$ cat src/rtl/dual_rail_vector_driver_if.sv
`default_nettype none
// ============================================================================
//  Module      : dual_rail_vector_driver_if
//  Description : Bundle between the dual-rail vector driver and its
//                environment: sweep control, the eight rails driven into the
//                cell under test, the cell output and the sweep status.
//                The FIRST_FAIL_EN macro adds the first-failure report.
//  Revision    : 1.0  initial release
// ============================================================================
interface dual_rail_vector_driver_if;
    logic       start;
    logic       a;
    logic       an;
    logic       b;
    logic       bn;
    logic       c;
    logic       cn;
    logic       d;
    logic       dn;
    logic       dut_out;
    logic       busy;
    logic       done;
    logic       pass;
    logic [4:0] err_cnt;
    logic [3:0] vec_idx;
`ifdef FIRST_FAIL_EN
    logic [3:0] first_fail_idx;
    logic [0:0] first_fail_vld;
`endif

    // Driver side: produces the rails and the status, consumes start and
    // the output of the cell.
    modport master (
        input  start,
        input  dut_out,
        output a, an, b, bn, c, cn, d, dn,
        output busy,
        output done,
        output pass,
        output err_cnt,
`ifdef FIRST_FAIL_EN
        output first_fail_idx,
        output first_fail_vld,
`endif
        output vec_idx
    );

    // Environment side: the cell model and the sweep controller.
    modport slave (
        output start,
        output dut_out,
        input  a, an, b, bn, c, cn, d, dn,
        input  busy,
        input  done,
        input  pass,
        input  err_cnt,
`ifdef FIRST_FAIL_EN
        input  first_fail_idx,
        input  first_fail_vld,
`endif
        input  vec_idx
    );
endinterface
`default_nettype wire

$ cat src/rtl/dual_rail_vector_driver.sv
`default_nettype none
// ============================================================================
//  Module      : dual_rail_vector_driver
//  Description : Exhaustive dual-rail stimulus engine for a 4-input
//                complementary gate cell. Walks vectors 0..15, separating
//                each with an all-rails-low spacer, samples the cell output
//                after a settle time and counts mismatches against TRUTH.
//                Optional macro FIRST_FAIL_EN records the first failing
//                vector of each sweep.
//  Revision    : 1.0  initial release
// ============================================================================
module dual_rail_vector_driver #(
    parameter logic [15:0] TRUTH         = 16'h0000,
    parameter int unsigned SETTLE_CYCLES = 4,
    parameter int unsigned NULL_CYCLES   = 2
) (
    input  logic                      clk,
    input  logic                      rst,
    dual_rail_vector_driver_if.master bus
);

    // Phase lengths as loaded into the shared 8-bit phase counter.
    localparam logic [7:0] c_null_load   = 8'(NULL_CYCLES);
    localparam logic [7:0] c_settle_load = 8'(SETTLE_CYCLES);
    localparam logic [7:0] c_sample_load = 8'd1;
    localparam logic [3:0] c_last_vec    = 4'd15;
    localparam logic [4:0] c_err_max     = 5'd16;

    typedef enum logic [2:0] {
        ST_IDLE   = 3'd0,
        ST_NULL   = 3'd1,
        ST_DATA   = 3'd2,
        ST_SAMPLE = 3'd3,
        ST_DONE   = 3'd4
    } state_t;

    state_t     r_state;
    state_t     w_state_nxt;
    logic [7:0] r_phase_cnt;
    logic [7:0] w_phase_load;
    logic       w_phase_end;
    logic       w_accept;
    logic       w_mismatch;
    logic [3:0] r_vec_idx;
    logic [4:0] r_err_cnt;
    logic [7:0] r_rails;
    logic       r_busy;
    logic       r_done;
    logic       r_pass;
    logic       w_rails_data;
    logic       w_in_sweep;

    // A sweep may only be launched from the two resting states.
    assign w_accept    = bus.start && ((r_state == ST_IDLE) || (r_state == ST_DONE));
    assign w_phase_end = (r_phase_cnt == 8'd1);

    // Case-inequality so an unknown or floating cell output is a failure.
    assign w_mismatch  = (r_state == ST_SAMPLE) && (bus.dut_out !== TRUTH[r_vec_idx]);

    // State register.
    always_ff @(posedge clk) begin
        if (rst) begin
            r_state <= ST_IDLE;
        end else begin
            r_state <= w_state_nxt;
        end
    end

    // Next-state decode and the phase length loaded on entry to that state.
    always_comb begin
        w_state_nxt  = r_state;
        w_phase_load = 8'd0;
        unique case (r_state)
            ST_IDLE: begin
                if (w_accept) begin
                    w_state_nxt = ST_NULL;
                end
            end
            ST_NULL: begin
                if (w_phase_end) begin
                    w_state_nxt = ST_DATA;
                end
            end
            ST_DATA: begin
                if (w_phase_end) begin
                    w_state_nxt = ST_SAMPLE;
                end
            end
            ST_SAMPLE: begin
                if (r_vec_idx == c_last_vec) begin
                    w_state_nxt = ST_DONE;
                end else begin
                    w_state_nxt = ST_NULL;
                end
            end
            ST_DONE: begin
                if (w_accept) begin
                    w_state_nxt = ST_NULL;
                end
            end
            default: begin
                w_state_nxt = ST_IDLE;
            end
        endcase

        unique case (w_state_nxt)
            ST_NULL:   w_phase_load = c_null_load;
            ST_DATA:   w_phase_load = c_settle_load;
            ST_SAMPLE: w_phase_load = c_sample_load;
            default:   w_phase_load = 8'd0;
        endcase
    end

    // Phase down-counter: reloaded whenever the state changes, otherwise
    // counts down; a phase is over when it reads 1.
    always_ff @(posedge clk) begin
        if (rst) begin
            r_phase_cnt <= 8'd0;
        end else if (w_state_nxt != r_state) begin
            r_phase_cnt <= w_phase_load;
        end else if (r_phase_cnt != 8'd0) begin
            r_phase_cnt <= r_phase_cnt - 8'd1;
        end
    end

    // Vector index and saturating error count; cleared when a sweep starts.
    always_ff @(posedge clk) begin
        if (rst) begin
            r_vec_idx <= 4'd0;
            r_err_cnt <= 5'd0;
        end else if (w_accept) begin
            r_vec_idx <= 4'd0;
            r_err_cnt <= 5'd0;
        end else if (r_state == ST_SAMPLE) begin
            if (w_mismatch && (r_err_cnt != c_err_max)) begin
                r_err_cnt <= r_err_cnt + 5'd1;
            end
            if (r_vec_idx != c_last_vec) begin
                r_vec_idx <= r_vec_idx + 4'd1;
            end
        end
    end

`ifdef FIRST_FAIL_EN
    logic [3:0] r_first_fail_idx;
    logic       r_first_fail_vld;

    // Capture only the first mismatching vector of each sweep.
    always_ff @(posedge clk) begin
        if (rst) begin
            r_first_fail_idx <= 4'd0;
            r_first_fail_vld <= 1'b0;
        end else if (w_accept) begin
            r_first_fail_idx <= 4'd0;
            r_first_fail_vld <= 1'b0;
        end else if (w_mismatch && !r_first_fail_vld) begin
            r_first_fail_idx <= r_vec_idx;
            r_first_fail_vld <= 1'b1;
        end
    end

    assign bus.first_fail_idx = r_first_fail_idx;
    assign bus.first_fail_vld = r_first_fail_vld;
`endif

    // The vector stays on the rails through the settle phase and the sample
    // cycle; every other state drives the all-low spacer.
    assign w_rails_data = (r_state == ST_DATA) || (r_state == ST_SAMPLE);
    assign w_in_sweep   = (r_state == ST_NULL) || w_rails_data;

    // Registered rails and status, derived from the current state so every
    // output toggles only on a clock edge and no pair can ever read 1/1.
    always_ff @(posedge clk) begin
        if (rst) begin
            r_rails <= 8'd0;
            r_busy  <= 1'b0;
            r_done  <= 1'b0;
            r_pass  <= 1'b0;
        end else begin
            if (w_rails_data) begin
                r_rails <= { r_vec_idx[3], ~r_vec_idx[3],
                             r_vec_idx[2], ~r_vec_idx[2],
                             r_vec_idx[1], ~r_vec_idx[1],
                             r_vec_idx[0], ~r_vec_idx[0] };
            end else begin
                r_rails <= 8'd0;
            end
            r_busy <= w_in_sweep;
            r_done <= (r_state == ST_DONE);
            r_pass <= (r_state == ST_DONE) && (r_err_cnt == 5'd0);
        end
    end

    assign bus.a       = r_rails[7];
    assign bus.an      = r_rails[6];
    assign bus.b       = r_rails[5];
    assign bus.bn      = r_rails[4];
    assign bus.c       = r_rails[3];
    assign bus.cn      = r_rails[2];
    assign bus.d       = r_rails[1];
    assign bus.dn      = r_rails[0];
    assign bus.busy    = r_busy;
    assign bus.done    = r_done;
    assign bus.pass    = r_pass;
    assign bus.err_cnt = r_err_cnt;
    assign bus.vec_idx = r_vec_idx;

endmodule
`default_nettype wire
$ cat src/flat_wrapper.sv
// flat-port wrapper written by rule: the top's interface ports become plain ports
module dual_rail_vector_driver_flat 
#(
    parameter logic [15:0] TRUTH         = 16'h0000,
    parameter int unsigned SETTLE_CYCLES = 4,
    parameter int unsigned NULL_CYCLES   = 2
)
  (clk, rst, bus_start, bus_dut_out, bus_a, bus_an, bus_b, bus_bn, bus_c, bus_cn, bus_d, bus_dn, bus_busy, bus_done, bus_pass, bus_err_cnt, bus_vec_idx);
  dual_rail_vector_driver_if bus_i ();
  input  logic clk;
  input  logic rst;
  input wire logic [$bits(bus_i.start)-1:0] bus_start;
  input wire logic [$bits(bus_i.dut_out)-1:0] bus_dut_out;
  output wire logic [$bits(bus_i.a)-1:0] bus_a;
  output wire logic [$bits(bus_i.an)-1:0] bus_an;
  output wire logic [$bits(bus_i.b)-1:0] bus_b;
  output wire logic [$bits(bus_i.bn)-1:0] bus_bn;
  output wire logic [$bits(bus_i.c)-1:0] bus_c;
  output wire logic [$bits(bus_i.cn)-1:0] bus_cn;
  output wire logic [$bits(bus_i.d)-1:0] bus_d;
  output wire logic [$bits(bus_i.dn)-1:0] bus_dn;
  output wire logic [$bits(bus_i.busy)-1:0] bus_busy;
  output wire logic [$bits(bus_i.done)-1:0] bus_done;
  output wire logic [$bits(bus_i.pass)-1:0] bus_pass;
  output wire logic [$bits(bus_i.err_cnt)-1:0] bus_err_cnt;
  output wire logic [$bits(bus_i.vec_idx)-1:0] bus_vec_idx;
  assign bus_i.start = bus_start;
  assign bus_i.dut_out = bus_dut_out;
  assign bus_a = bus_i.a;
  assign bus_an = bus_i.an;
  assign bus_b = bus_i.b;
  assign bus_bn = bus_i.bn;
  assign bus_c = bus_i.c;
  assign bus_cn = bus_i.cn;
  assign bus_d = bus_i.d;
  assign bus_dn = bus_i.dn;
  assign bus_busy = bus_i.busy;
  assign bus_done = bus_i.done;
  assign bus_pass = bus_i.pass;
  assign bus_err_cnt = bus_i.err_cnt;
  assign bus_vec_idx = bus_i.vec_idx;
  dual_rail_vector_driver #(.TRUTH(TRUTH), .SETTLE_CYCLES(SETTLE_CYCLES), .NULL_CYCLES(NULL_CYCLES)) u_core (.clk(clk), .rst(rst), .bus(bus_i));
endmodule
$ cat config.mk
export PLATFORM = sky130hd
export DESIGN_NAME = dual_rail_vector_driver_flat
export DESIGN_NICKNAME = d
export VERILOG_FILES = /design/src/rtl/dual_rail_vector_driver_if.sv /design/src/rtl/dual_rail_vector_driver.sv /design/src/flat_wrapper.sv
export SDC_FILE = /design/constraint.sdc
export NUM_CORES = 1
export LEC_CHECK = 0
export CORE_AREA = 2 2 63 65
export CTS_CLUSTER_DIAMETER = 150
export DETAILED_ROUTE_END_ITERATION = 8
export DIE_AREA = 0 0 65 67
export PLACE_DENSITY_LB_ADDON = 0.05
export SYNTH_ARGS = -nofsm -noshare
export SYNTH_HDL_FRONTEND = slang
export SYNTH_SLANG_ARGS = --single-unit
$ cat constraint.sdc
create_clock -name clk -period 1.59 [get_ports clk]
set_input_delay 0.2385 -clock clk [delete_from_list [all_inputs] [get_ports clk]]
set_output_delay 0.2385 -clock clk [all_outputs]
set_load 0.05 [all_outputs]
==> results by group <==
Run status
  • Status: finished with violations
  • Failing checks: setup timing

Floorplanning
  • Initial Util: 39.49%
  • Boundary Pins: 24
  • Die extent in x: 65 um
  • Die height: between 60 and 70 um
  • Core box area: 3606 um2
  • Row count: 22
  • Die Area: 4355 um2

Power and ir drop
  • PD cells: 1531 nW/um2
  • Sequential power share: between 30% and 40%
  • Total power: about 3000 uW
  • LEAKAGE: 0.0008227 uW
  • Design internal power: roughly 1900 uW
  • Peak supply drop: between 0.0005 and 0.0006 V
  • Comb pwr share: roughly 45%
  • Switching portion of total power: between 30% and 40%
  • Switching power: 1096 uW
  • Clock network fraction of design power: 20.0%

Synth
  • Synth cell types: 43
  • Cell count after synthesis: between 100 and 150
  • Yosys warns: 0
  • Avg Cell Area, Syn: ~9.7 um2
  • Adder-Cell Fraction of Synth Area: 5.272%
  • Synth Cell Area: around 1400 um2
  • Simple logic cell fraction of the synthesized area: 26.98%
  • Largest family of logic cells by synthesized area: simple AND/OR/NAND/NOR gates
  • Synth Area in XOR/XNOR: 4.921%
  • Synthesized Nets: roughly 160
  • Post-synthesis mux area share: under 10%
  • Post-synthesis sequential area ratio: 43.59%
  • Flops & latches, synth: 31
  • Compound-gate portion of the synthesized area: 11.51%

Cells and area
  • Most common cell after layout, fill and taps aside: buf_4
  • Most frequent cells in the layout: 36 x buf_4, 24 x dfxtp_1, 21 x nor2_1, 9 x nor3_1
  • Final Instance Area: 1967 um2
  • Fin util: between 50% and 60%
  • Nets@finish: 201
  • Layout cell share with drive strength beyond 1: 39.27%
  • Antenna cells: 0
  • # fillers: 338
  • Area grow syn2layout: 38.14%

Worst setup path
  • CP Max Fanout: 4
  • Critical Path RT: 1.75 ns
  • CP Capture Type: flip-flop
  • Critical path data arrival time: roughly 1.8 ns
  • Crit path kind: reg -> reg
  • CP Launch Type: flip-flop

Clock network
  • Post-CTS Hold Buffers: 0
  • CTS tree: built
  • Number of buffers created by CTS: 5
  • Clock sink count: 31
  • Deepest clock path buffer count: 2
  • Root Driver: clkbuf_8
  • H-tree depth: 2
  • Clock latency on the worst-skew pair: 0.28 ns
  • Clock transition at path regs: 0.06 ns

GRT
  • Initial antenna violation count: 0
  • Total Routing Usage GR: 16.61%
  • Maximum number of pins on one net before global-route repair: 10
  • Gr ovfl total: 0
  • Global-route wire length before repair: 5437 um
  • Number of global-route vias before repair: around 1200

Timing
  • Final hold violation count: 0
  • Final setup fails: 1
  • Fin Clk Skew: roughly 0.0064 ns
  • F_max: 603.7 MHz
  • RSZ-0062 raised after global routing: true
  • Setup TNS: -0.06659 ns
  • Pins Over Slew Limit: 0
  • Final setup margin: -0.06659 ns
  • Final period util: 104.2%
  • Min Clock Period, post-route: 1.657 ns
  • Final hold slack: approximately 0.48 ns
  • Worst Tran Pin Value: 0.3568 ns
  • Max_slew headroom: 75.88%

Routing
  • DR vias: 1175
  • Detailed Route Iter0 Violations: 52
  • Final ANT Viol Nets: 0
  • DRC: 0
  • Routed WL per cell: 13.13 um
  • Via density: 4.916
  • Total Routed Length: approximately 3100 um
  • Drt first pass iters: 4

Placed design
  • Gpl congestion: 0.8202
  • Detailed placer's ending HPWL: 2304 um
  • Buffers on Ports: 23
  • Post-DP Area: 1780 um2

Min path
  • Hold Crit Class: reg -> reg

Run
  • Max_cap viols: 0
==> path summary, 6_finish.rpt <==
path	depth (start not counted)	to	slack (ns)	start
worst min-delay path	1	u_core.r_rails[2]	0.48	u_core.bus.vec_idx[1]
worst min register to register	1	u_core.r_rails[2]	0.48	u_core.bus.vec_idx[1]
worst max register to register	6	u_core.r_phase_cnt[2]	-0.07	u_core.r_phase_cnt[0]
worst max-delay path	6	u_core.r_phase_cnt[2]	-0.07	u_core.r_phase_cnt[0]
==> power by group through the flow <==
stage	logic (uW)	registers [uW]	clock network, uW
3_3_place_gp	1090	1040	0
3_5_place_dp	1100	1050	0
2_1_floorplan	757	1060	0
5_1_grt	1470	1090	666
4_1_cts	1270	1060	633
6_report	1340	1070	603
==> state kept, by name (all words and copies together), names as in the netlist <==
name and flops:
u_core.bus.busy 1, u_core.r_phase_cnt 8, u_core.bus.vec_idx 4, u_core.bus.pass 1
u_core.r_state 3, u_core.bus.err_cnt 5, u_core.bus.done 1, u_core.r_rails 8
==> worst max-delay path, cell delays in order, from the launching register on <==
cell and delay [ns]:
dfxtp_4 0.37, inv_4 0.06, ha_4 0.12, or4b_4 0.49, o31ai_2 0.25, mux2_4 0.19, o31ai_2 0.06
==> through the flow <==
stage          instances  worst slack (ns)
2_1_floorplan        147          0.003706
3_3_place_gp         229          -0.02093
3_5_place_dp         229          -0.05564
4_1_cts              238          -0.02191
5_1_grt              239           -0.1298
6_report             239          -0.06659
==> routing by layer <==
layer  share of wire (%)  up-vias  track usage [%]
met5                   0        -                0
met4                 1.6        0            8.245
met3                 2.7        5            3.041
met2                  56       18            31.19
met1                  40      555            17.70
li1                    -      597                -
==> synth_stat cells (all sizes together) <==
cell type	number	area share (%)
nand3	7	2.5
a21boi	1	0.53
a211oi	1	0.53
dfxtp	31	44
nor3b	3	1.6
nand2	4	1.1
nor2b	1	0.44
nor4b	2	2.3
mux2	1	0.79
and2	5	2.2
or2	1	0.44
nand2b	3	1.5
a31oi	2	1.3
inv	6	1.6
o311a	1	0.70
nor2	22	5.8
buf	2	1.6
a21o	1	0.62
xnor2	4	2.5
and4b	1	0.70
o2111ai	1	1.8
ha	6	5.3
and3b	2	1.2
nor4	2	0.88
xor2	4	2.5
nand3b	1	0.53
and3	1	0.44
o21ai	2	0.70
clkbuf	3	0.79
or4b	1	0.70
nand4	1	0.44
mux2i	3	3.0
a21oi	5	2.0
nor3	10	4.3
a22oi	1	0.53
a211o	1	0.62
o31ai	4	2.1
==> logic make-up after synthesis <==
kind of cell | count (synthesis)
buffers and inverters | 11
AND/OR/NAND/NOR | 67
adder cells (fa/ha/maj) | 6
XOR/XNOR | 8
AO/OA/AOI/OAI | 20
multiplexers | 4
flip-flops | 31
==> area by class of cell <==
cell class	instances	area, um2	area share (%)
multi-input combinational	105	808.3	41.09
sequential	31	631.9	32.12
timing repair buffer	42	351.6	17.88
clock buffer	6	82.58	4.198
tap	48	60.06	3.053
inverter	6	27.53	1.399
clock inverter	1	5.005	0.2545
==> timing repair <==
item                       in CTS  in global routing
gates resized for setup        17                  5
pin swaps                       5                  5
setup endpoints to repair       7                 10
setup buffers                   2                  1
Note: power is estimated with default switching activity, not from simulation.
